--- src/rtl/alu_pkg.sv ---
`default_nettype none
// +--------------------------------------------------------------------------+
// | Module   : alu_pkg                                                       |
// | Purpose  : Shared types for the sequential ALU: opcode enum, NZCV flag   |
// |            struct, controller state enum and a signed-overflow helper.   |
// | Revision : 1.0  initial release                                          |
// +--------------------------------------------------------------------------+
package alu_pkg;

  typedef enum logic [3:0] {
    OP_ADD = 4'b0001,
    OP_SUB = 4'b0010,
    OP_MUL = 4'b0011,
    OP_DIV = 4'b0100,
    OP_AND = 4'b0101,
    OP_OR  = 4'b0110,
    OP_XOR = 4'b0111,
    OP_SHL = 4'b1000,
    OP_SHR = 4'b1001
  } op_e;

  typedef struct packed {
    logic n;
    logic z;
    logic c;
    logic v;
  } flags_t;

  typedef enum logic [1:0] {
    ST_IDLE = 2'd0,
    ST_EXEC = 2'd1,
    ST_ITER = 2'd2,
    ST_DONE = 2'd3
  } state_e;

  // Two's-complement overflow from operand and result sign bits.
  // Subtraction overflows like an addition of the inverted subtrahend.
  function automatic logic signed_ovf(input logic a_msb, input logic b_msb,
                                      input logic r_msb, input logic is_sub);
    logic b_eff;
    b_eff = is_sub ? ~b_msb : b_msb;
    return (a_msb == b_eff) && (r_msb != a_msb);
  endfunction

endpackage
`default_nettype wire

--- src/rtl/alu_muldiv_iter.sv ---
`default_nettype none
// +--------------------------------------------------------------------------+
// | Module   : alu_muldiv_iter                                               |
// | Purpose  : Iterative unsigned shift-add multiplier / restoring divider,  |
// |            one step per cycle, WIDTH steps per operation.                |
// | Ports    : clk, rst_n (async, active low)                                |
// |            start   - load operands (a, b) and begin; is_div selects DIV   |
// |            last    - the current cycle performs the final step           |
// |            res     - value after the current step (valid with last)      |
// |            ovf     - MUL: high half nonzero; DIV: divide by zero         |
// | Revision : 1.0  initial release                                          |
// +--------------------------------------------------------------------------+
module alu_muldiv_iter #(
  parameter int WIDTH = 8
) (
  input  logic             clk,
  input  logic             rst_n,
  input  logic             start,
  input  logic             is_div,
  input  logic [WIDTH-1:0] a,
  input  logic [WIDTH-1:0] b,
  output logic             last,
  output logic [WIDTH-1:0] res,
  output logic             ovf
);

  localparam int CW = $clog2(WIDTH);

  // hi_q: product high half (MUL) or partial remainder (DIV)
  // lo_q: multiplier shifting out (MUL) or dividend shifting into quotient (DIV)
  logic             busy_q, busy_d;
  logic             is_div_q, is_div_d;
  logic [CW-1:0]    cnt_q, cnt_d;
  logic [WIDTH-1:0] hi_q, hi_d;
  logic [WIDTH-1:0] lo_q, lo_d;
  logic [WIDTH-1:0] opnd_q, opnd_d;

  logic [WIDTH:0]   mul_sum;
  logic [WIDTH:0]   div_shift;
  logic             div_neg;
  logic [WIDTH-1:0] hi_next, lo_next;

  always_comb begin
    mul_sum   = {1'b0, hi_q} + {1'b0, (lo_q[0] ? opnd_q : '0)};
    div_shift = {hi_q, lo_q[WIDTH-1]};
    div_neg   = div_shift < {1'b0, opnd_q};
    if (is_div_q) begin
      // Remainder always ends below the divisor, so the low WIDTH bits of the
      // trial subtraction are exact when it is kept.
      hi_next = div_neg ? div_shift[WIDTH-1:0] : (div_shift[WIDTH-1:0] - opnd_q);
      lo_next = {lo_q[WIDTH-2:0], ~div_neg};
    end else begin
      hi_next = mul_sum[WIDTH:1];
      lo_next = {mul_sum[0], lo_q[WIDTH-1:1]};
    end
  end

  always_comb begin
    busy_d   = busy_q;
    is_div_d = is_div_q;
    cnt_d    = cnt_q;
    hi_d     = hi_q;
    lo_d     = lo_q;
    opnd_d   = opnd_q;
    if (start) begin
      busy_d   = 1'b1;
      is_div_d = is_div;
      cnt_d    = CW'(WIDTH - 1);
      hi_d     = '0;
      lo_d     = is_div ? a : b;
      opnd_d   = is_div ? b : a;
    end else if (busy_q) begin
      hi_d   = hi_next;
      lo_d   = lo_next;
      cnt_d  = cnt_q - 1'b1;
      busy_d = (cnt_q != '0);
    end
  end

  always_ff @(posedge clk or negedge rst_n) begin
    if (!rst_n) begin
      busy_q   <= 1'b0;
      is_div_q <= 1'b0;
      cnt_q    <= '0;
      hi_q     <= '0;
      lo_q     <= '0;
      opnd_q   <= '0;
    end else begin
      busy_q   <= busy_d;
      is_div_q <= is_div_d;
      cnt_q    <= cnt_d;
      hi_q     <= hi_d;
      lo_q     <= lo_d;
      opnd_q   <= opnd_d;
    end
  end

  assign last = busy_q && (cnt_q == '0);
  assign res  = lo_next;
  assign ovf  = is_div_q ? (opnd_q == '0) : (hi_next != '0);

endmodule
`default_nettype wire

--- src/rtl/alu_seq.sv ---
`default_nettype none
// +--------------------------------------------------------------------------+
// | Module   : alu_seq                                                       |
// | Purpose  : Sequential WIDTH-bit ALU with start/ready/done handshake and  |
// |            registered NZCV flags.                                        |
// | Ports    : clk, rst_n (async, active low)                                |
// |            start/op/a/b  - launch request and operands (taken when ready)|
// |            ready         - idle, start will be accepted                  |
// |            done          - one-cycle pulse, result/flags valid           |
// |            result, n/z/c/v_flag - held until the next done               |
// | Config   : ALU_SEQ_MULDIV_EN enables iterative MUL/DIV; without it       |
// |            opcodes MUL/DIV behave as invalid opcodes.                    |
// | Revision : 1.0  initial release                                          |
// +--------------------------------------------------------------------------+
module alu_seq
  import alu_pkg::*;
#(
  parameter int WIDTH = 8
) (
  input  logic             clk,
  input  logic             rst_n,
  input  logic             start,
  input  logic [3:0]       op,
  input  logic [WIDTH-1:0] a,
  input  logic [WIDTH-1:0] b,
  output logic             ready,
  output logic             done,
  output logic [WIDTH-1:0] result,
  output logic             n_flag,
  output logic             z_flag,
  output logic             c_flag,
  output logic             v_flag
);

  localparam int SHW = $clog2(WIDTH);

  state_e           state_q, state_d;
  logic [3:0]       op_q, op_d;
  logic [WIDTH-1:0] a_q, a_d;
  logic [WIDTH-1:0] b_q, b_d;
  logic [WIDTH-1:0] result_q, result_d;
  flags_t           flags_q, flags_d;

  logic             is_md_op;
  logic             md_start;
  logic             md_last;
  logic [WIDTH-1:0] md_res;
  logic             md_ovf;

`ifdef ALU_SEQ_MULDIV_EN
  assign is_md_op = (op == OP_MUL) || (op == OP_DIV);

  alu_muldiv_iter #(.WIDTH(WIDTH)) u_muldiv (
    .clk    (clk),
    .rst_n  (rst_n),
    .start  (md_start),
    .is_div (op == OP_DIV),
    .a      (a),
    .b      (b),
    .last   (md_last),
    .res    (md_res),
    .ovf    (md_ovf)
  );
`else
  assign is_md_op = 1'b0;
  assign md_last  = 1'b0;
  assign md_res   = '0;
  assign md_ovf   = 1'b0;
`endif

  // Single-cycle datapath, evaluated from the captured operands in EXEC.
  logic [WIDTH:0]   sum_w, diff_w, shl_w, shr_w;
  logic [SHW-1:0]   shamt;
  logic [WIDTH-1:0] ex_res;
  logic             ex_c, ex_v, ex_valid;
  flags_t           ex_flags;

  always_comb begin
    shamt  = b_q[SHW-1:0];
    sum_w  = {1'b0, a_q} + {1'b0, b_q};
    diff_w = {1'b0, a_q} - {1'b0, b_q};
    // One guard bit beyond the operand catches the last bit shifted out;
    // a zero shift leaves the guard clear.
    shl_w  = {1'b0, a_q} << shamt;
    shr_w  = {a_q, 1'b0} >> shamt;
    ex_res   = '0;
    ex_c     = 1'b0;
    ex_v     = 1'b0;
    ex_valid = 1'b1;
    case (op_q)
      OP_ADD: begin
        ex_res = sum_w[WIDTH-1:0];
        ex_c   = sum_w[WIDTH];
        ex_v   = signed_ovf(a_q[WIDTH-1], b_q[WIDTH-1], sum_w[WIDTH-1], 1'b0);
      end
      OP_SUB: begin
        ex_res = diff_w[WIDTH-1:0];
        ex_c   = diff_w[WIDTH];
        ex_v   = signed_ovf(a_q[WIDTH-1], b_q[WIDTH-1], diff_w[WIDTH-1], 1'b1);
      end
      OP_AND: ex_res = a_q & b_q;
      OP_OR:  ex_res = a_q | b_q;
      OP_XOR: ex_res = a_q ^ b_q;
      OP_SHL: begin
        ex_res = shl_w[WIDTH-1:0];
        ex_c   = shl_w[WIDTH];
      end
      OP_SHR: begin
        ex_res = shr_w[WIDTH:1];
        ex_c   = shr_w[0];
      end
      default: ex_valid = 1'b0;
    endcase
    ex_flags.n = ex_valid & ex_res[WIDTH-1];
    ex_flags.z = ex_valid & (ex_res == '0);
    ex_flags.c = ex_c;
    ex_flags.v = ex_v;
  end

  always_comb begin
    state_d  = state_q;
    op_d     = op_q;
    a_d      = a_q;
    b_d      = b_q;
    result_d = result_q;
    flags_d  = flags_q;
    md_start = 1'b0;
    case (state_q)
      ST_IDLE: begin
        if (start) begin
          op_d = op;
          a_d  = a;
          b_d  = b;
          if (is_md_op) begin
            md_start = 1'b1;
            state_d  = ST_ITER;
          end else begin
            state_d  = ST_EXEC;
          end
        end
      end
      ST_EXEC: begin
        result_d = ex_res;
        flags_d  = ex_flags;
        state_d  = ST_DONE;
      end
      ST_ITER: begin
        // Unreachable without the iterative unit; md_last is then tied low.
        if (md_last) begin
          result_d   = md_res;
          flags_d.n  = md_res[WIDTH-1];
          flags_d.z  = (md_res == '0);
          flags_d.c  = 1'b0;
          flags_d.v  = md_ovf;
          state_d    = ST_DONE;
        end
      end
      ST_DONE: state_d = ST_IDLE;
      default: state_d = ST_IDLE;
    endcase
  end

  always_ff @(posedge clk or negedge rst_n) begin
    if (!rst_n) begin
      state_q  <= ST_IDLE;
      op_q     <= '0;
      a_q      <= '0;
      b_q      <= '0;
      result_q <= '0;
      flags_q  <= '0;
    end else begin
      state_q  <= state_d;
      op_q     <= op_d;
      a_q      <= a_d;
      b_q      <= b_d;
      result_q <= result_d;
      flags_q  <= flags_d;
    end
  end

  assign ready  = (state_q == ST_IDLE);
  assign done   = (state_q == ST_DONE);
  assign result = result_q;
  assign n_flag = flags_q.n;
  assign z_flag = flags_q.z;
  assign c_flag = flags_q.c;
  assign v_flag = flags_q.v;

endmodule
`default_nettype wire

--- config.mk ---
export PLATFORM = sky130hd
export DESIGN_NAME = alu_seq
export DESIGN_NICKNAME = d
export VERILOG_FILES = /design/src/rtl/alu_pkg.sv /design/src/rtl/alu_muldiv_iter.sv /design/src/rtl/alu_seq.sv
export SDC_FILE = /design/constraint.sdc
export NUM_CORES = 1
export LEC_CHECK = 0
export BUFFER_PORTS_ARGS = -buffer_cell sky130_fd_sc_hd__buf_2
export CORE_AREA = 4 4 83 85
export DETAILED_ROUTE_END_ITERATION = 10
export DIE_AREA = 0 0 87 89
export PLACE_DENSITY_LB_ADDON = 0.1
export REMOVE_ABC_BUFFERS = 1
export SKIP_LAST_GASP = 1
export SLEW_MARGIN = 0
export SYNTH_ARGS = -nofsm -noshare
export SYNTH_HDL_FRONTEND = slang
export SYNTH_SLANG_ARGS = --single-unit
--- constraint.sdc ---
create_clock -name clk -period 5.7 [get_ports clk]
set_input_delay 0.57 -clock clk [delete_from_list [all_inputs] [get_ports clk]]
set_output_delay 0.57 -clock clk [all_outputs]
set_load 0.005 [all_outputs]
==> out/metrics.csv <==
stage,metric,value,unit
route,vias,2736,
clock_network,cts_tree,done,
status,status,finished clean,
global_route,grt.total_usage,21.9,%
power,switching_power,1.07,mW
final_layout,drive_gt1_share,18.8,%
clock_network,ctsResizeCount,0,
power,vdd.ir_drop.worst,0.287,mV
final_layout,final_common_cell,nand2_1,
placed_design,portBuffers,36,
floorplanning,die-area,7740,µm²
yosys,synth-edff-count,0,
critical_path,required,5.91,ns
clock_network,clock_path_buffers,2,
power,p_leak,1.48,nW
placed_design,dp.cells,431,
yosys,async_reset_ff_share,100,%
yosys,yosysSeqAreaShare,28.2,%
sta,layout_min_cycle_time,3.49,ns
clock_network,clock_latency,0.30,ns
clock_network,holdBufCountCts,0,
floorplanning,die_y,89,µm
power,combPwrFrac,62.7,%
sta,fmaxAchievable,0.286,GHz
floorplanning,die_w,87,µm
route,drt-total-wl,8160,µm
global_route,grt_first_pass_wirelength,13100,µm
job,maxCapViolations,0,
floorplanning,fp-row-count,29,
yosys,synthCells,339,
yosys,syn_area,3010,µm²
final_layout,layout_common_cells,"38 x nand2_1, 36 x buf_2, 34 x dfrtp_1",
power,p_per_area,644,nW/µm²
power,intPower,1.04,mW
sta,finalWorstSetupSlack,2.21,ns
sta,finalHoldViolCount,0,
route,post-route-drc-count,0,
power,pwr-share-clk,9.2,%
route,antenna_left,0,
sta,fin_crit_sh,61.2,%
floorplanning,start_util,48.6,%
sta,skew,0.00525,ns
route,drtIter0Drc,120,
sta,rsz0062_at_grt,false,
final_layout,instances_no_fill,439,
yosys,ys_types,61,
clock_network,cts_setup_buffers,0,
yosys,synth.avg_cell_area,8.89,µm²
clock_network,numClockSinks,34,
sta,tightest_slew,0.861,ns
placed_design,dp_hpwl,5960,µm
critical_path,critPathKind,reg2reg,
critical_path,crit_fanout,22,
critical_path,crit_start,b_q[0]$_DFFE_PN0P_,
clock_network,htreeDepth,2,
final_layout,diodes,0,
route,routedWlPerCell,18.6,µm
sta,relSlewSlack,42.5,%
critical_path,crit_path_start_kind,register,
final_layout,flow.area_growth_from_synthesis,8.47,%
route,drtPass1Iterations,5,
global_route,grt_max_degree,37,
power,seqPwrFrac,28.1,%
final_layout,nets,411,
route,viasPerCell,6.23,
critical_path,timing.rr.start,b_q[0]$_DFFE_PN0P_,
clock_network,path_clk_slew,0.08,ns
sta,setup_viol,0,
yosys,synthFlopType,dfrtp_1,
global_route,antenna_found_initial,0,
placed_design,place_ws,2.26,ns
yosys,synth_warnings,0,
hold_path,worstHoldPathType,in2async,
placed_design,place.gp.congestion,1.02,
floorplanning,pin_count,37,
critical_path,end_kind,register,
sta,setup_tns,0,ns
critical_path,cp.arrival,3.70,ns
floorplanning,core,6200,µm²
clock_network,cts_root_buffer,clkbuf_8,
power,switching_share,50.8,%
clock_network,cts_buffers,5,
global_route,gr-total-overflow,0,
yosys,synth-seq-cells,34,
sta,finalMaxSlewViolations,0,
global_route,grt_pass1_vias,2487,
## metrics by stage
stage          cell area, µm²  power [mW]  util [%]  hold slack, ns
4_1_cts                  3270        2.09      52.7           0.386
3_3_place_gp             3170        1.90      51.2           0.462
5_1_grt                  3270        2.29      52.7           0.402
2_1_floorplan            2880        1.49         -           0.274
6_report                 3270        2.11      52.7           0.331
3_5_place_dp             3170        1.89      51.2           0.470
## cell type report
cell class / count / area, µm²
clock buffers: 6 / 82.6
clock inverters: 2 / 12.5
fillers: 594 / 2940
inverters: 23 / 86.3
multi-input cells: 258 / 1940
flip-flops and latches: 34 / 851
well taps: 77 / 96.3
repair buffers: 39 / 203
## cells in the mapped netlist (2+ instances only)
cell,n,area share [%]
o31ai_1,5,1.2
or2_2,3,0.62
mux2_2,8,3.0
a21oi_1,16,2.7
nor2_1,19,2.4
mux4_1,3,2.6
o22ai_1,3,0.62
buf_1,2,0.25
o221ai_1,2,0.58
o211ai_1,4,1.0
nand3_1,5,0.83
buf_6,5,1.9
clkbuf_1,8,1.0
a21o_1,2,0.50
a211o_1,4,1.2
and2_0,2,0.42
fa_1,2,1.3
nand2b_1,2,0.42
nand2_1,38,4.7
or3b_2,2,0.58
or3_1,2,0.42
inv_1,23,2.9
a211oi_1,3,0.75
a221oi_1,9,2.6
o21ai_0,28,4.6
nor3b_1,2,0.50
o2111ai_1,5,1.5
o21bai_1,3,0.75
nor2b_1,5,1.0
nor3_1,8,1.3
ha_1,25,10
mux2i_1,5,1.7
a31oi_1,2,0.42
a22o_1,4,1.2
mux4_2,5,3.7
or4b_1,2,0.66
o21ai_1,5,0.83
buf_2,8,1.3
nand4_1,2,0.42
dfrtp_1,34,28
or4_1,2,0.50
a32oi_1,2,0.58
and2_1,2,0.42
## sequential cells by signal (all words and copies together), names as in the netlist
signal,count
a_q,8
b_q,8
result,8
op_q,4
state_q,2
c_flag,1
n_flag,1
v_flag,1
z_flag,1
## kinds of logic (layout without fill, tap and decap cells)
| family | count (synthesis) | after routing | synth area share (%) |
|---|---|---|---|
| AOI/OAI and AO/OA | 104 | 104 | 23.2 |
| xor gates and xnor gates | 2 | 2 | 0.581 |
| adders and majority gates | 27 | 27 | 11.7 |
| buffers and inverters | 47 | 70 | 7.47 |
| DFF | 34 | 34 | 28.2 |
| muxes | 23 | 23 | 11.9 |
| and+or+nand+nor | 102 | 102 | 17.0 |
## power groups by stage
stage / Clock [mW] / Sequential (mW) / Combinational (mW)
after floorplan: 0 / 0.526 / 0.961
after global placement: 0 / 0.589 / 1.31
after detailed placement: 0 / 0.593 / 1.30
after CTS: 0.199 / 0.588 / 1.30
after global routing: 0.209 / 0.616 / 1.46
final: 0.194 / 0.592 / 1.32
## routing by layer
layer / wire (µm) / GRT usage, %
met4: 220 / 8.64
met1: 3760 / 30.9
met2: 3700 / 33.3
met3: 481 / 4.06
met5: 0 / 0
## worst max-delay path, cell delays in order (launching register included)
cell       delay (ns)
dfrtp_1          0.91
ha_1             0.38
inv_1            0.08
fa_1             0.41
o31ai_1          0.43
o22ai_1          0.13
o21ai_0          0.16
o2111ai_1        0.14
or4_1            0.53
o31ai_1          0.24
## worst paths after layout
| kind | to | slack, ns | cells after the start |
|---|---|---|---|
| hold / removal | b_q[0]$_DFFE_PN0P_ | 0.33 | 1 |
| max in group asynchronous | b_q[2]$_DFFE_PN0P_ | 4.87 | 1 |
| setup reg to reg | z_flag$_DFFE_PN0N_ | 2.21 | 9 |
| hold reg to reg | n_flag$_DFFE_PN0N_ | 0.48 | 2 |
| setup / recovery | z_flag$_DFFE_PN0N_ | 2.21 | 9 |
| min in group clk | b_q[7]$_DFFE_PN0P_ | 0.47 | 3 |
Note: power is estimated with default switching activity, not from simulation.
